[src/rtl/midi_msg_parser_if.sv]
// Byte-stream in / framed-message out bundle between the MIDI UART receiver,
// the message parser and the note on/off mux.
interface midi_msg_parser_if;
  logic [7:0]  Rx_Byte;
  logic        Rx_Valid;
  logic [23:0] Msg_Data;
  logic        Msg_Valid;
  logic [7:0]  Err_Count;

  modport master (output Rx_Byte, Rx_Valid, input Msg_Data, Msg_Valid, Err_Count);
  modport slave  (input Rx_Byte, Rx_Valid, output Msg_Data, Msg_Valid, Err_Count);
endinterface

[src/rtl/midi_msg_parser.sv]
// Frames raw MIDI bytes into 3-byte channel voice messages with running status,
// real-time passthrough-ignore, SysEx discard and stale-partial timeout.
module midi_msg_parser #(
  parameter int unsigned TIMEOUT_CYCLES = 500000,
  parameter bit          VEL0_IS_OFF    = 1'b1
) (
  input  logic              Clk,
  input  logic              Rst_n,
  midi_msg_parser_if.slave  bus
);

  localparam int unsigned        TW      = $clog2(TIMEOUT_CYCLES + 1);
  localparam logic [TW-1:0]      TMO_MAX = TW'(TIMEOUT_CYCLES);

  typedef enum logic [1:0] {
    IDLE    = 2'd0,
    WAIT_D1 = 2'd1,
    WAIT_D2 = 2'd2,
    SYSEX   = 2'd3
  } state_e;

  state_e        state_q, state_d;
  logic [7:0]    status_q, status_d;
  logic [7:0]    data1_q, data1_d;
  logic [TW-1:0] tmo_q, tmo_d;
  logic [23:0]   msg_data_q, msg_data_d;
  logic          msg_valid_q, msg_valid_d;
  logic [7:0]    err_count_q, err_count_d;

  logic          is_rt_s, live_s, two_byte_s, emit_s, err_s;
  logic [23:0]   emit_msg_s;

  // Note On with zero velocity is reported as Note Off; running status is untouched.
  function automatic logic [23:0] vel0_fix(input logic [23:0] m);
    if ((VEL0_IS_OFF == 1'b1) && (m[23:20] == 4'h9) && (m[7:0] == 8'h00)) begin
      return {4'h8, m[19:0]};
    end else begin
      return m;
    end
  endfunction

  // Next-state, message assembly, timeout and error accounting.
  always_comb begin
    state_d     = state_q;
    status_d    = status_q;
    data1_d     = data1_q;
    tmo_d       = tmo_q;
    msg_data_d  = msg_data_q;
    msg_valid_d = 1'b0;
    err_count_d = err_count_q;
    emit_s      = 1'b0;
    err_s       = 1'b0;
    emit_msg_s  = 24'h000000;

    is_rt_s    = (bus.Rx_Byte[7:3] == 5'b11111);
    live_s     = bus.Rx_Valid && !is_rt_s;
    two_byte_s = (status_q[7:4] != 4'hC) && (status_q[7:4] != 4'hD);

    if (live_s) begin
      tmo_d = '0;
      if (bus.Rx_Byte[7] == 1'b1) begin
        // A status byte always re-frames; leaving SysEx needs no special case.
        if (state_q == WAIT_D2) begin
          err_s = 1'b1;
        end else begin
          err_s = 1'b0;
        end
        if (bus.Rx_Byte[7:4] != 4'hF) begin
          status_d = bus.Rx_Byte;
          state_d  = WAIT_D1;
        end else if (bus.Rx_Byte == 8'hF0) begin
          status_d = 8'h00;
          state_d  = SYSEX;
        end else begin
          status_d = 8'h00;
          state_d  = IDLE;
        end
      end else begin
        case (state_q)
          IDLE: begin
            err_s = 1'b1;
          end
          WAIT_D1: begin
            if (two_byte_s) begin
              data1_d = bus.Rx_Byte;
              state_d = WAIT_D2;
            end else begin
              emit_s     = 1'b1;
              emit_msg_s = {status_q, bus.Rx_Byte, 8'h00};
            end
          end
          WAIT_D2: begin
            emit_s     = 1'b1;
            emit_msg_s = {status_q, data1_q, bus.Rx_Byte};
            state_d    = WAIT_D1;
          end
          SYSEX: begin
            state_d = SYSEX;
          end
          default: begin
            state_d = IDLE;
          end
        endcase
      end
    end else if (state_q == WAIT_D2) begin
      if (tmo_q >= (TMO_MAX - TW'(1))) begin
        tmo_d   = TMO_MAX;
        state_d = WAIT_D1;
        err_s   = 1'b1;
      end else begin
        tmo_d = tmo_q + TW'(1);
      end
    end else begin
      tmo_d = tmo_q;
    end

    if (emit_s) begin
      msg_data_d  = vel0_fix(emit_msg_s);
      msg_valid_d = 1'b1;
    end else begin
      msg_valid_d = 1'b0;
    end

    if (err_s && (err_count_q != 8'hFF)) begin
      err_count_d = err_count_q + 8'd1;
    end else begin
      err_count_d = err_count_q;
    end
  end

  // State and output registers.
  always_ff @(posedge Clk or negedge Rst_n) begin
    if (!Rst_n) begin
      state_q     <= IDLE;
      status_q    <= 8'h00;
      data1_q     <= 8'h00;
      tmo_q       <= '0;
      msg_data_q  <= 24'h000000;
      msg_valid_q <= 1'b0;
      err_count_q <= 8'h00;
    end else begin
      state_q     <= state_d;
      status_q    <= status_d;
      data1_q     <= data1_d;
      tmo_q       <= tmo_d;
      msg_data_q  <= msg_data_d;
      msg_valid_q <= msg_valid_d;
      err_count_q <= err_count_d;
    end
  end

  assign bus.Msg_Data  = msg_data_q;
  assign bus.Msg_Valid = msg_valid_q;
  assign bus.Err_Count = err_count_q;

endmodule

[src/flat_wrapper.sv]
// flat-port wrapper written by rule: the top's interface ports become plain ports
module midi_msg_parser_flat 
#(
  parameter int unsigned TIMEOUT_CYCLES = 500000,
  parameter bit          VEL0_IS_OFF    = 1'b1
)
  (Clk, Rst_n, bus_Rx_Byte, bus_Rx_Valid, bus_Msg_Data, bus_Msg_Valid, bus_Err_Count);
  midi_msg_parser_if bus_i ();
  input  logic Clk;
  input  logic Rst_n;
  input wire logic [$bits(bus_i.Rx_Byte)-1:0] bus_Rx_Byte;
  input wire logic [$bits(bus_i.Rx_Valid)-1:0] bus_Rx_Valid;
  output wire logic [$bits(bus_i.Msg_Data)-1:0] bus_Msg_Data;
  output wire logic [$bits(bus_i.Msg_Valid)-1:0] bus_Msg_Valid;
  output wire logic [$bits(bus_i.Err_Count)-1:0] bus_Err_Count;
  assign bus_i.Rx_Byte = bus_Rx_Byte;
  assign bus_i.Rx_Valid = bus_Rx_Valid;
  assign bus_Msg_Data = bus_i.Msg_Data;
  assign bus_Msg_Valid = bus_i.Msg_Valid;
  assign bus_Err_Count = bus_i.Err_Count;
  midi_msg_parser #(.TIMEOUT_CYCLES(TIMEOUT_CYCLES), .VEL0_IS_OFF(VEL0_IS_OFF)) u_core (.Clk(Clk), .Rst_n(Rst_n), .bus(bus_i));
endmodule
[config.mk]
export PLATFORM = sky130hd
export DESIGN_NAME = midi_msg_parser_flat
export DESIGN_NICKNAME = d
export VERILOG_FILES = /design/src/rtl/midi_msg_parser_if.sv /design/src/rtl/midi_msg_parser.sv /design/src/flat_wrapper.sv
export SDC_FILE = /design/constraint.sdc
export NUM_CORES = 1
export LEC_CHECK = 0
export CORE_ASPECT_RATIO = 1.4
export CORE_UTILIZATION = 55
export CTS_CLUSTER_DIAMETER = 150
export CTS_CLUSTER_SIZE = 24
export DETAILED_ROUTE_END_ITERATION = 12
export DONT_BUFFER_PORTS = 1
export PLACE_DENSITY = 0.7
export SLEW_MARGIN = 20
export SYNTH_ARGS = -nofsm -noshare
export SYNTH_HDL_FRONTEND = slang
export SYNTH_SLANG_ARGS = --single-unit
[constraint.sdc]
create_clock -name Clk -period 2.8 [get_ports Clk]
set_clock_uncertainty 0.15 [all_clocks]
set_input_delay 0.28 -clock Clk [delete_from_list [all_inputs] [get_ports Clk]]
set_output_delay 0.28 -clock Clk [all_outputs]
set_load 0.1 [all_outputs]
Word-level counts from Yosys, hierarchy flattened
Cells that the tools add are included.
{ "totals": {"reg_bits": 69, "out_inout_bits": 33} }
{ "classes": {"add_sub_neg": 2, "n_lt_le_gt_ge": 1, "eq_ne": 11, "mux": 28, "bitwise_logic": 1, "n_reduce_logical": 13} }
{ "ops": {"columns": ["op", "n"], "rows": [
  ["2-to-1 mux 24 bit", 4],
  ["2-to-1 mux 19 bit", 3],
  ["one-hot mux 24 bit (2 select lines)", 1],
  ["adder 19 x 1 -> 19 bit, second input constant", 1],
  [">= comparator 19 bit, second input constant", 1],
  ["!= test 4 bit, second input constant", 4],
  ["2-to-1 mux 2 bit", 7],
  ["2-to-1 mux 1 bit", 10],
  ["adder 8 x 1 -> 8 bit, second input constant", 1],
  ["== test 8 bit, second input constant", 1],
  ["logical NOT 8 bit", 1],
  ["2-to-1 mux 8 bit", 1],
  ["!= test 8 bit, second input constant", 1],
  ["AND reduction 4 bit", 2],
  ["one-hot mux 2 bit (3 select lines)", 1],
  ["== test 5 bit, second input constant", 1],
  ["== test 2 bit, second input constant", 2],
  ["== test 4 bit, second input constant", 1],
  ["logical AND 1 bit", 4],
  ["nonzero test 2 bit", 2],
  ["nonzero test 4 bit", 1],
  ["== test 2 x 1 -> 1 bit, second input constant", 1],
  ["logical NOT 2 bit", 1],
  ["one-hot mux 1 bit (2 select lines)", 1],
  ["other kinds (3)", 3]
]} }

Longest topological paths before layout
{ "logic_depth": {"ltp_word": 9, "ltp_mapped": 9, "mapped_depth_nobuf": 8} }

Least setup slack after synthesis
No wires, ideal clock.
{ "synth_path": {"kind": "reg2reg", "startpoint": "register u_core.tmo_q[12]", "endpoint": "register u_core.err_count_q[1] (netlist: u_core.bus.Err_Count[1])", "setup_ns": 0.126, "arrival_time_ns": 2.447, "required_ns": 2.524, "setup_slack_ns": 0.078, "stages_incl_launch_ff": 7, "n_path_buf": 0, "synth_period_minus_slack_ns": 2.722, "path_cell_list": "dfrtp_1 > or4_4 > or4_4 > o32a_2 > o311ai_4 > nand2_4 > mux2_4"} }
{ "synth_via": {"elab_chain_cells": 5} }
{ "synth_rtl": {"columns": ["item", "line_no", "source"], "rows": [
  ["start: declaration", "midi_msg_parser.sv:25", "logic [TW-1:0] tmo_q, tmo_d;"],
  ["start signal: assignment", "midi_msg_parser.sv:145", "tmo_q <= tmo_d;"],
  [">= comparator 19 bit", "midi_msg_parser.sv:106", "if (tmo_q >= (TMO_MAX - TW'(1))) begin"],
  ["2-to-1 mux 1 bit", "midi_msg_parser.sv:106", null],
  ["2-to-1 mux 1 bit", "midi_msg_parser.sv:105", "end else if (state_q == WAIT_D2) begin"],
  ["2-to-1 mux 1 bit", "midi_msg_parser.sv:59", "if (live_s) begin"],
  ["logical AND 1 bit", "midi_msg_parser.sv:124", "if (err_s && (err_count_q != 8'hFF)) begin"],
  ["end signal: assignment", "midi_msg_parser.sv:148", "err_count_q <= err_count_d;"],
  ["end: declaration", "midi_msg_parser.sv:28", "logic [7:0] err_count_q, err_count_d;"]
]} }
Every way passes these cells.
A chain may end at the register's enable or synchronous reset.

Final worst setup path
Same ends and word-level chain as after synthesis.

==> flow_summary.yaml <==
status:
  status: "finished clean"
drt:
  drt_first_pass_iters: 4
  num_vias: 2553
  wl_per_cell_um: 17.1
  drt_iter0_drc: 157
  wl_um: 7360
  post_drt_via_cell_ratio: 5.94
  final_antenna_net_count: 0
  drc: 0
synth:
  synth_edf_count: 0
  yosysUniqueCellTypes: 52
  ys_ff_latch: 67
  synthCells: 323
  netlist_area_mm2: 0.00321
  syn_area_per_cell_um2: 9.93
  async_reset_ff_share_pct: 100
  yosys_warnings: 0
  ys_seq_area_share_pct: 52.3
  synth.area.top_cells: "dfrtp_1 (52%), nand2_1 (7.4%), o21ai_0 (4.1%)"
  synthFlopType: "dfrtp_1"
  yosysTopAreaCell: "dfrtp_1"
  yosys.area.top_type_share_pct: 52.3
floorplanning:
  die_h_um: 92.4
  io_pins: 44
  core_mm2: 0.00557
  initial_core_util_pct: 57.6
  dieWidth_um: 66.5
  die_area_mm2: 0.00614
  fp-row-count: 32
worst_setup_path:
  crit_type: "reg2reg"
  worst-path-max-fanout: 7
  r2r_setup_slack_ns: 0.11
  end_kind: "flip-flop"
  reg2reg_from: "u_core.tmo_q[12]"
  cp-start-kind: "flip-flop"
  crit_required_ns: 2.88
  reg2reg_to: "u_core.bus.Err_Count[1]"
  cp.arrival_ns: 2.78
  rr_worst_depth: 7
global_routing:
  grt_pass1_wl_um: 12100
  grt_antenna_before_repair: 0
  overflow: 0
  grt_pass1_vias: 2554
  grt_max_degree: 68
  globalRouteTotalUtil_pct: 26.6
cts:
  worstSkewPairLatency_ns: 0.34
  cts_max_level: 3
  clock-sinks: 67
  cts_buffer_depth: 2
  cts_root_buffer: "clkbuf_8"
  clk_pin_slew_ns: 0.08
  cts_made_buffers: 9
  cts_tree: "done"
sta:
  tns_ns: 0
  slew_viol_final: 0
  post-route-period-util_pct: 96.2
  fmax_mhz: 371
  hold_viol_final: 0
  worstMarginPinSlew_ns: 0.913
  rsz0062_at_grt: "false"
  period_minus_slack_ns: 2.69
  maxSlewHeadroom_pct: 39.2
  setup_viol: 0
power:
  p_leak_nw: 1.71
  ir_drop_mv: 0.485
  power.density_mw_per_mm2: 1000
finish:
  regArea_mm2: 0.00168
  mostFrequentLayoutCells: "dfrtp_1 (67), nand2_1 (63), o21ai_0 (26), buf_4 (21), nor2_1 (20)"
  drive_above_1_share_pct: 16.3
  final_common_cell: "dfrtp_1"
  n_fill_cell: 422
  finish.net_count: 375
  final_util_pct: 67.6
  antenna_cells: 0
  syn_to_final_growth_pct: 17.3
  multi_input_area_mm2: 0.00146
placed_design:
  portBuffers: 0
  gp_congestion: 0.830
  hpwl_um: 4780
worst_hold_path:
  whs_path_depth: 2
  hold-path-endpoint: "u_core.bus.Msg_Data[12]"
  hold_class: "in2reg"
  min_from: "bus_Rx_Byte[4]"
job:
  maxCapViolCount: 0
-- synthesized netlist by cell type (2+ instances only) --
master     number
clkbuf_1        9
o21ai_0        26
inv_1           7
a21oi_1        16
xor2_1         10
xnor2_1         7
nor2_1         20
a22oi_1         7
nand3_1        13
ha_1            7
dfrtp_1        67
or4_4           2
a32o_1          2
nand2_1        63
nand3b_1        2
a311oi_1        3
mux2_2          9
nor3_1          2
a31oi_1         3
buf_4           2
nand4_1         6
o32ai_1         2
o2111ai_1       2
and3_1          7
and4_1          2
-- sequential cells by signal (all words and copies together), names as in the netlist --
register,flops
u_core.status_q,8
u_core.bus.Err_Count,8
u_core.bus.Msg_Valid,1
u_core.tmo_q,19
u_core.data1_q,7
u_core.state_q,2
u_core.bus.Msg_Data,22
-- where the power goes --
part           internal, mW  total, mW  leakage, nW  switching, mW
combinational         0.310      0.866        0.728          0.556
clock                 0.415      0.806       0.0958          0.391
sequential             1.17       2.09        0.888          0.922
-- cell type report --
| class | count | share of cell area [%] |
|---|---|---|
| clock buffers | 9 | 3.29 |
| inverters | 8 | 0.798 |
| repair buffers | 34 | 8.15 |
| clock inverters | 7 | 2.03 |
| multi-input cells | 237 | 38.9 |
| well taps | 68 | 2.26 |
| flip-flops and latches | 67 | 44.6 |
-- logic make-up (layout without fill, tap and decap cells) --
kind of cell	Yosys count	count (layout)	synth area share, %
xor+xnor	17	17	4.64
fa+ha+maj	7	7	2.73
mux	11	11	3.94
compound gates	74	74	15.3
flops	67	67	52.3
buf+inv	20	58	2.57
other cells	1	2	0.117
simple gates	126	126	18.4
-- worst max-delay path by stage --
stage,start,end,slack [ns]
after CTS,u_core.tmo_q[12],u_core.bus.Err_Count[4],0.001
after floorplan,u_core.tmo_q[12],u_core.bus.Err_Count[1],0.08
after global placement,u_core.tmo_q[12],u_core.bus.Err_Count[5],0.04
after global routing,u_core.tmo_q[12],u_core.bus.Err_Count[1],0.07
after detailed placement,u_core.tmo_q[12],u_core.bus.Err_Count[4],0.008
final,u_core.tmo_q[12],u_core.bus.Err_Count[1],0.11
-- metal layers --
layer  GRT usage, %  wire length [um]  vias to the layer above
li1               -                 -                     1212
met1           29.5              2860                     1258
met2           47.1              3990                       68
met3           6.90               341                       15
met4           10.6               176                        0
met5              0                 0                        -
-- stage by stage --
stage / instances / hold slack [ns] / cell area [um2] / worst slack [ns] / power [mW]
2_1_floorplan: 324 / -0.166 / 3210 / 0.0778 / 2.72
3_3_place_gp: 400 / -0.164 / 3390 / 0.0351 / 2.88
3_5_place_dp: 400 / -0.164 / 3390 / 0.00845 / 2.92
4_1_cts: 427 / 0.00250 / 3720 / 0.00106 / 3.77
5_1_grt: 430 / 0.0188 / 3760 / 0.0657 / 3.94
6_report: 430 / 0.0112 / 3760 / 0.107 / 3.76
-- critical path, cell delays in order, from the launching register on --
cell and delay, ns:
dfrtp_1 0.40, or4_4 0.54, or4_4 0.45, o32a_4 0.24, o311ai_4 0.26, buf_6 0.17
nand2_4 0.06, mux2_4 0.30
-- timing repair --
item / 4_1_cts / 5_1_grt
gates resized for setup: 0 / 2
setup endpoints to repair: 0 / 3
hold endpoints to repair: 91 / 1
setup buffers: 0 / 2
hold buffers: 11 / 1
Note: power is estimated with default switching activity, not from simulation.
